$ cat config.mk
export PLATFORM = sky130hd
export DESIGN_NAME = mac_seq_ctrl
export DESIGN_NICKNAME = d
export VERILOG_FILES = /design/src/rtl/mac_seq_ctrl.sv
export SDC_FILE = /design/constraint.sdc
export NUM_CORES = 1
export LEC_CHECK = 0
export CAP_MARGIN = 20
export CORE_AREA = 2 2 209 211
export DETAILED_ROUTE_END_ITERATION = 10
export DIE_AREA = 0 0 211 213
export DONT_BUFFER_PORTS = 1
export PLACE_DENSITY_LB_ADDON = 0.05
export SLEW_MARGIN = 20
export SYNTH_ARGS = -nofsm -noshare
export SYNTH_HDL_FRONTEND = slang
export SYNTH_SLANG_ARGS = --single-unit
$ cat constraint.sdc
create_clock -name clk -period 3.1 [get_ports clk]
set_clock_uncertainty 0.1 [all_clocks]
set_input_delay 0.62 -clock clk [delete_from_list [all_inputs] [get_ports clk]]
set_output_delay 0.62 -clock clk [all_outputs]
set_load 0.03 [all_outputs]
$ cat src/rtl/mac_seq_ctrl.sv
// Sequencer for a row of ROWS multiply-accumulate lanes: clears the lanes, streams COLS
// column/element beats into them, waits one cycle for the last product, then holds the result.
module mac_seq_ctrl #(
    parameter int unsigned DATA_WIDTH = 8,
    parameter int unsigned ROWS       = 8,
    parameter int unsigned COLS       = 8
) (
    input  logic                           clk,
    input  logic                           rst_n,
    input  logic                           start_i,
    input  logic                           abort_i,
    input  logic                           a_valid_i,
    output logic                           a_ready_o,
    input  logic [ROWS*DATA_WIDTH-1:0]     a_data_i,
    input  logic                           b_valid_i,
    output logic                           b_ready_o,
    input  logic [DATA_WIDTH-1:0]          b_data_i,
    output logic                           mac_en_o,
    output logic                           mac_clr_o,
    output logic [ROWS*DATA_WIDTH-1:0]     mac_a_o,
    output logic [DATA_WIDTH-1:0]          mac_b_o,
    input  logic [ROWS*3*DATA_WIDTH-1:0]   mac_cout_i,
    output logic                           res_valid_o,
    input  logic                           res_ready_i,
    output logic [ROWS*3*DATA_WIDTH-1:0]   res_data_o,
    output logic                           busy_o,
    output logic                           done_o
);

    localparam int unsigned KW = (COLS > 1) ? $clog2(COLS) : 1;
    localparam logic [KW-1:0] KLast = KW'(COLS - 1);

    typedef enum logic [2:0] {
        StIdle,
        StClear,
        StCompute,
        StDrain,
        StResult
    } state_e;

    state_e                         state_q, state_d;
    logic [KW-1:0]                  k_q, k_d;
    logic [ROWS*3*DATA_WIDTH-1:0]   res_data_q, res_data_d;
    logic                           fire;
    logic                           mac_en, mac_clr, res_valid, done;

    always_ff @(posedge clk or negedge rst_n) begin
        if (!rst_n) begin
            state_q    <= StIdle;
            k_q        <= '0;
            res_data_q <= '0;
        end else begin
            state_q    <= state_d;
            k_q        <= k_d;
            res_data_q <= res_data_d;
        end
    end

    always_comb begin
        state_d    = state_q;
        k_d        = k_q;
        res_data_d = res_data_q;
        fire       = 1'b0;
        mac_en     = 1'b0;
        mac_clr    = 1'b0;
        res_valid  = 1'b0;
        done       = 1'b0;

        unique case (state_q)
            StIdle: begin
                if (start_i && !abort_i) begin
                    state_d = StClear;
                end
            end
            StClear: begin
                mac_clr = 1'b1;
                k_d     = '0;
                state_d = StCompute;
            end
            StCompute: begin
                fire   = a_valid_i && b_valid_i;
                mac_en = fire;
                if (fire) begin
                    if (k_q == KLast) begin
                        k_d     = '0;
                        state_d = StDrain;
                    end else begin
                        k_d = k_q + KW'(1);
                    end
                end
            end
            StDrain: begin
                // Last beat is registered inside the lanes by now.
                res_data_d = mac_cout_i;
                state_d    = StResult;
            end
            StResult: begin
                res_valid = 1'b1;
                if (res_ready_i) begin
                    done    = 1'b1;
                    state_d = StIdle;
                end
            end
            default: state_d = StIdle;
        endcase

        // Cancel wins over beats and result acceptance; lanes are wiped on the way out.
        if (abort_i && (state_q != StIdle)) begin
            state_d    = StIdle;
            k_d        = '0;
            res_data_d = res_data_q;
            fire       = 1'b0;
            mac_en     = 1'b0;
            mac_clr    = 1'b1;
            res_valid  = 1'b0;
            done       = 1'b0;
        end
    end

    assign a_ready_o   = fire;
    assign b_ready_o   = fire;
    assign mac_en_o    = mac_en;
    assign mac_clr_o   = mac_clr;
    assign mac_a_o     = fire ? a_data_i : '0;
    assign mac_b_o     = fire ? b_data_i : '0;
    assign res_valid_o = res_valid;
    assign res_data_o  = res_data_q;
    assign busy_o      = (state_q != StIdle);
    assign done_o      = done;

endmodule

==> results of run 1 <==
## routing by layer
metal	track usage (%)	vias to the layer above
li1	-	1772
met1	10.7	2259
met2	23.3	302
met3	4.99	50
met4	5.95	2
met5	0	-
## flip-flops by register name (all words and copies together), names as in the netlist
| register | count |
|---|---|
| res_data_o | 192 |
| k_q | 3 |
| state_q | 3 |
## worst max-delay path by stage
stage                  endpoint  slack [ns]  cells past startpoint       start
detailed placement   mac_b_o[6]        0.61                      4   a_valid_i
floorplan                done_o        0.16                      2     abort_i
CTS                  mac_b_o[6]        0.12                      4  state_q[0]
global placement    mac_a_o[57]        0.63                      4   a_valid_i
global route         mac_b_o[6]        0.03                      4  state_q[0]
finish              mac_a_o[57]        0.14                      4  state_q[0]
## final cells by class
cell class / instances / area, µm² / share of cell area, %
clock inverters: 10 / 115 / 1.18
clock buffers: 22 / 474 / 4.84
inverters: 1 / 3.75 / 0.0383
repair buffers: 8 / 110 / 1.12
diodes: 2 / 5.00 / 0.0511
well taps: 546 / 683 / 6.97
multi-input cells: 288 / 3450 / 35.2
flip-flops and latches: 198 / 4950 / 50.6
## kinds of logic (layout without fill, tap and decap cells)
group                      Yosys count  count (layout)
DFF                                198             198
muxes                              194             194
and+or+nand+nor                     87              87
buffers and inverters               34              41
AOI/OAI and AO/OA                    4               4
adders and majority gates            2               2
xor gates and xnor gates             1               1
other                                0               2
## power groups by stage
stage	Combinational, mW	Sequential, mW	Clock, mW
2_1_floorplan	1.10	5.31	0
3_3_place_gp	1.17	5.77	0
3_5_place_dp	1.19	5.73	0
4_1_cts	1.20	5.69	2.45
5_1_grt	1.27	5.72	2.54
6_report	1.19	5.63	2.31
## synth_stat cells (all sizes together) (2+ instances only)
cell type	instances
dfrtp	198
mux2	194
and2	73
buf	24
clkbuf	9
nor2	3
a22o	2
ha	2
nand2b	2
nor3	2
nor4b	2
## stage by stage
step	power, mW	area (µm²)
after floorplan	6.41	8670
after global placement	6.94	9200
after detailed placement	6.92	9200
after CTS	9.34	9790
after global routing	9.54	9800
final	9.13	9800
## worst max-delay path, cell delays in order, from the launching register on
cell	delay, ns
dfrtp_1	0.47
nand2b_1	0.26
nor4_4	0.16
buf_4	0.46
and2_1	0.39
## what timing repair did
action                                  CTS  global route
endpoints found under the setup margin    0             0
resized for setup                         0             0
hold endpoints to repair                198           198
setup buffers                             0             0
==> metrics.md, run 1 <==
| Metric | Value |
|---|---|
| Buffers on Ports | 0 |
| Site row count | 76 |
| Pwr Density | 932 nW/µm² |
| Final setup viols | 0 |
| Synth top area cells | dfrtp_1, mux2_4, and2_1 |
| Syn-to-layout area delta | 13.0% |
| Post-Layout Cell Count | 1075 |
| TritonCTS Sinks | 198 |
| Worst slew pin tran | 0.483 ns |
| Sw frac | about two fifths |
| Final hold vios | 198 |
| FMAX | 0.338 GHz |
| GRT Overall Usage | roughly 12% |
| Setup WS pre-CTS | between 0.6 and 0.7 ns |
| Post-synth top flop | dfrtp_1 |
| Placed Instances | 1041 |
| Synthesized Nets | between 700 and 800 |
| Global route total overflow | 0 |
| Most frequent cells in the layout | dfrtp_1, mux2_4, and2_1, mux2_2, clkbuf_16 |
| Mapped Cells | 520 |
| Synth warn | 0 |
| CTS buffer count | 17 |
| PnR worst setup slack | 0.142 ns |
| Largest net degree at the start of global routing | just under 200 |
| Net Sw Power | 3.63 mW |
| Crit path DAT | about 2.2 ns |
| Die ar. | around 45000 µm² |
| Clock root cell | clkbuf_16 |
| Vias in the first global route | 4635 |
| Outcome | complete, but fails checks |
| Reg2reg end | res_data_o[171] |
| Netlist cell types | 24 |
| Mapped Area | 8670 µm² |
| CORE AREA | 42700 µm² |
| Combinational power share | around an eighth |
| Max clock buf depth | 2 |
| M1 wire length | 8800 µm |
| Worst VDD drop | 0.285 mV |
| Relative slew margins | 67.8% |
| Worst skew pair latency | about 0.48 ns |
| Failing checks | negative hold slack |
| Die Y-Extent | 213 µm |
| RSZ-0062 raised after global routing | false |
| Reg2Reg Setup Slack | 0.95 ns |
| Internal power | 5.50 mW |
| Slew Viols, Final | 0 |
| Detail Route Antenna Nets | 0 |
| Placer Congestion | 0.728 |
| Simple-gate portion of the synthesized area | 6.27% |
| CP Max Fanout | 75 |
| Initial Utilization | 20.3% |
| Top Layer Used | met5 |
| P_leak | between 4 and 5 nW |
| Kind of critical path | reg2out |
| Post-Synth XOR/XNOR Area | less than 1% |
| Ys async rst share | 100% |
| Vias | approximately 4400 |
| CTS tree | done |
| Worst hold margin | -0.272 ns |
| Register bit total from synthesis | 198 |
| Ratio of final minimum period to clock period | 95.4% |
| # Max-Cap Violations | 0 |
| Final net count | between 700 and 800 |
| Most common cell after layout, fill and taps aside | dfrtp_1 |
| Register share of total power | 61.7% |
| CP Launch Type | flip-flop |
| Width of the die | between 200 and 250 µm |
| Clk pwr share | 25.4% |
| Crit. End Element | output port |
| Compound-gate portion of the synthesized area | 0.390% |
| First drt pass iteration count | 4 |
| Post-route minimum period | 2.96 ns |
| Filler instances | 4383 |
| Met2 routed WL | 15900 µm |
| RR Startpoint | state_q[2] |
| Share of the synthesized area in the top cell type | 57.2% |
| WL final | between 20000 and 30000 µm |
| Hold WC Path Type | in2async |
| CP required | 2.38 ns |
| Cell taking the most area after synthesis | dfrtp_1 |
| HPWL after detailed placement | 21200 µm |
| Avg Inst Size Synth | 16.7 µm² |
| Multiplexer share of the synthesized area | about a third |
| Layout cells sized above 1 | 44.6% |
| Worst-path clk slew | 0.07 ns |
| H-tree levels | 4 |
| Routed length per instance | 25.9 µm |
| First-pass GRT wire length | 36900 µm |
| Residual DRC | 0 |
| EDFF count, synth | 0 |
| Adder-Cell Fraction of Synth Area | 0.289% |
| Routed wl met3 | roughly 2300 µm |
| Final TNS setup | 0 ns |
| First DRT Iteration DRCs | 160 |
| Final design utilization | about 23% |
| I/O pins | between 500 and 600 |
| Main combinational cell family by area after synthesis | multiplexers |
| Via density | 4.08 |
| Sequential share of the synthesized area | 57.2% |
| Worst reg2reg path depth | 4 |
| Initial antenna violation count | 11 |
(Power assumes the default switching activity.)
==> run 2, diff against run 1 <==
--- a/config.mk
+++ b/config.mk
@@ -6,8 +6,8 @@
 export NUM_CORES = 1
 export LEC_CHECK = 0
-export CAP_MARGIN = 20
-export CORE_AREA = 2 2 209 211
+export ABC_AREA = 1
+export CORE_AREA = 2 2 212 214
 export DETAILED_ROUTE_END_ITERATION = 10
-export DIE_AREA = 0 0 211 213
+export DIE_AREA = 0 0 214 216
 export DONT_BUFFER_PORTS = 1
 export PLACE_DENSITY_LB_ADDON = 0.05
==> constraint.sdc (replaced) <==
create_clock -name clk -period 3.1 [get_ports clk]
set_clock_uncertainty 0.1 [all_clocks]
set_input_delay 0.155 -clock clk [delete_from_list [all_inputs] [get_ports clk]]
set_output_delay 0.155 -clock clk [all_outputs]
set_load 0.03 [all_outputs]
==> run 2 against run 1 <==
The run still ends with negative hold slack left. Maximum frequency up 20%. Sequential cell count unchanged. Synthesized area is 2.3% lower. Power rose by 22%. Via count up 59%. Non-clock buffer count grew 267. Routed wire length is 9.9% higher. Hold slack lost 0.46 ns. Critical path depth increased by 2. Design area increased by 24%. Critical path type unchanged. Critical endpoint is now mac_a_o[49].
==> metrics.md, run 2 <==
| Metric | Value |
|---|---|
| Die ar. | 46200 µm² (was 44900 µm²) |
| Reg2Reg Setup Slack | 1.08 ns (was 0.95 ns) |
| Hold Buf Count CTS | about 200 |
| Hold WC Path Type | in2async (unchanged) |
| Synth warn | 0 (unchanged) |
| First-pass GRT wire length | 46300 µm (was 36900 µm) |
| Routed length per instance | 16.4 µm (was 25.9 µm) |
| Die Y-Extent | 216 µm (was 213 µm) |
| FMAX | 0.407 GHz (was 0.338 GHz) |
| Placer Congestion | 0.863 (was 0.728) |
| Initial Utilization | 19.3% (was 20.3%) |
| Outcome | complete, but fails checks (unchanged) |
| Detail Route Antenna Nets | 0 (unchanged) |
| WL final | 30600 µm (was 27800 µm) |
| Worst reg2reg path depth | 4 (unchanged) |
| PostCTS Resize Cnt | 0 (unchanged) |
| Share of the synthesized area in the top cell type | 58.5% (was 57.2%) |
| Worst VDD drop | 0.362 mV (was 0.285 mV) |
| Critical path launch point | state_q[0] (unchanged) |
| Reg2reg end | res_data_o[105] (was res_data_o[171]) |
| Slew Viols, Final | 0 (unchanged) |
| Global route total overflow | 0 (unchanged) |
| Worst hold margin | -0.730 ns (was -0.272 ns) |
| Sequential share of the synthesized area | 58.5% (was 57.2%) |
| Flip-flop count of the largest register after layout | 192 (unchanged) |
| Mapped Area | 8470 µm² (was 8670 µm²) |
| Post-synth top flop | dfrtp_1 (unchanged) |
| Register bit total from synthesis | 198 (unchanged) |
| GRT Overall Usage | 13.5% (was 12.1%) |
| Crit path DAT | 2.20 ns (was 2.24 ns) |
| CTS tree | done (unchanged) |
| Post-CTS setup buffer count | 0 (unchanged) |
| I/O pins | 542 (unchanged) |
| Ys async rst share | 100% (unchanged) |
| Most common cell after layout, fill and taps aside | inv_1 (was dfrtp_1) |
| Final hold vios | 198 (unchanged) |
| First drt pass iteration count | 4 (unchanged) |
| RR Startpoint | state_q[1] (was state_q[2]) |
| Kind of critical path | reg2out (unchanged) |
| PnR worst setup slack | 0.642 ns (was 0.142 ns) |
| CTS buffer count | 17 (unchanged) |
| Netlist cell types | 22 (was 24) |
| Buffers on Ports | 0 (unchanged) |
| Via density | 3.74 (was 4.08) |
| Pwr Density | 921 nW/µm² (was 932 nW/µm²) |
| Crit. End Element | output port (unchanged) |
| Filler instances | 4775 (was 4383) |
| Post-synth top cells | inv_1, nand2_1, dfrtp_1, o21ai_0, nor2_1 (was dfrtp_1, mux2_4, and2_1, mux2_2, buf_6) |
| HPWL after detailed placement | 23200 µm (was 21200 µm) |
| Width of the die | 214 µm (was 211 µm) |
| H-tree levels | 4 (unchanged) |
| CP required | 2.84 ns (was 2.38 ns) |
| Relative slew margins | 52.5% (was 67.8%) |
| First DRT Iteration DRCs | 202 (was 160) |
| Vias in the first global route | 7223 (was 4635) |
| EDFF count, synth | 0 (unchanged) |
| Final design utilization | 27.6% (was 22.9%) |
| Most frequent cells in the layout | inv_1, nand2_1, dfrtp_1, dlygate4sd3_1, o21ai_0 (was dfrtp_1, mux2_4, and2_1, mux2_2, clkbuf_16) |
| Total power | 11.2 mW (was 9.13 mW) |
| Syn-to-layout area delta | 43.1% (was 13.0%) |
| Setup WS pre-CTS | 1.03 ns (was 0.605 ns) |
| Cell taking the most area after synthesis | dfrtp_1 (unchanged) |
| Site row count | 77 (was 76) |
| Worst-path clk slew | 0.07 ns (about the same) |
| Max clock buf depth | 2 (unchanged) |
| CP Launch Type | flip-flop (unchanged) |
| Final net count | 1534 (was 787) |
| Final Instance Area | 12100 µm² (was 9800 µm²) |
| Layout cells sized above 1 | 10.1% (was 44.6%) |
| Post-route minimum period | 2.46 ns (was 2.96 ns) |
| Residual DRC | 0 (unchanged) |
| Worst slew pin tran | 0.713 ns (was 0.483 ns) |
| Final setup viols | 0 (unchanged) |
| CP Max Fanout | 72 (was 75) |
| Largest net degree at the start of global routing | 199 (unchanged) |
| Worst skew pair latency | 0.47 ns (was 0.48 ns) |
| Avg Inst Size Synth | 8.31 µm² (was 16.7 µm²) |
| Failing checks | negative hold slack (unchanged) |
| Crit path to | mac_a_o[49] (was mac_a_o[57]) |
| Placed instance area | 9550 µm² (was 9200 µm²) |
| Post-Layout Cell Count | 1868 (was 1075) |
| Placed Instances | 1639 (was 1041) |
| Synthesized Nets | 1292 (was 793) |
| Vias | 6979 (was 4385) |
| Most common cell in the netlist | inv_1 (was dfrtp_1) |
| # Max-Cap Violations | 0 (unchanged) |
| TritonCTS Sinks | 198 (unchanged) |
| Mapped Cells | 1019 (was 520) |
| RSZ-0062 raised after global routing | false (unchanged) |
| Final TNS setup | 0 ns (unchanged) |
| Clock root cell | clkbuf_16 (unchanged) |
| Initial antenna violation count | 2 (was 11) |
| Ratio of final minimum period to clock period | 79.3% (was 95.4%) |
| Synth top area cells | dfrtp_1, inv_1, o21ai_0 (was dfrtp_1, mux2_4, and2_1) |
| P_leak | 6.53 nW (was 4.44 nW) |
| CORE AREA | 43800 µm² (was 42700 µm²) |
## run 2: cell count changes in the layout (fill, tap and decap cells not counted), moves of 73 or more
cell	delta
inv_1	+269
nand2_1	+211
dlygate4sd3_1	+195
o21ai_0	+178
mux2_4	-169
buf_4	+74
and2_1	-73
## run 2: cell type report
cell class              instances  area [µm²]  area share (%)
flip-flops and latches        198        4950            40.9
clock inverters                11         146            1.21
diodes                          2        5.00          0.0413
multi-input cells             497        2210            18.2
well taps                     592         741            6.11
clock buffers                  21         460            3.80
inverters                     272        1020            8.45
repair buffers                275        2580            21.3
## run 2: worst max-delay path: stages, from the launching register on
cell and delay, ns:
dfrtp_1 0.43, nor2_1 0.16, inv_1 0.12, nor3_4 0.18, inv_4 0.27, nor2_1 0.31
buf_4 0.21
## run 2: power by group
group          leakage [nW]  total [mW]  internal (mW)  switching (mW)
combinational          3.74        1.71          0.767           0.947
clock                 0.294        2.38           1.31            1.07
sequential             2.50        7.06           3.68            3.38
total                  6.53        11.2           5.76            5.40
## run 2: kinds of logic after synthesis
family | synth area share (%)
flops | 58.5
buf+inv | 15.4
compound gates | 11.5
fa+ha+maj | 0.295
simple gates | 14.2
## run 2: how the worst min path moves through the flow
stage	from	endpoint	slack [ns]	depth (start not counted)
2_1_floorplan	rst_n	k_q[0]	-0.24	0
3_3_place_gp	rst_n	res_data_o[86]	-0.24	0
3_5_place_dp	rst_n	res_data_o[86]	-0.24	0
4_1_cts	rst_n	res_data_o[92]	-0.80	0
5_1_grt	rst_n	res_data_o[86]	-0.79	0
6_report	rst_n	res_data_o[86]	-0.73	0
## run 2: layer usage
layer  up-vias  wire length, µm  global-route usage, %
li1       3469                -                      -
met1      3168            11000                   13.8
met2       304            16200                   24.0
met5         -                0                      0
met3        38             2430                   5.57
met4         0              993                   6.36
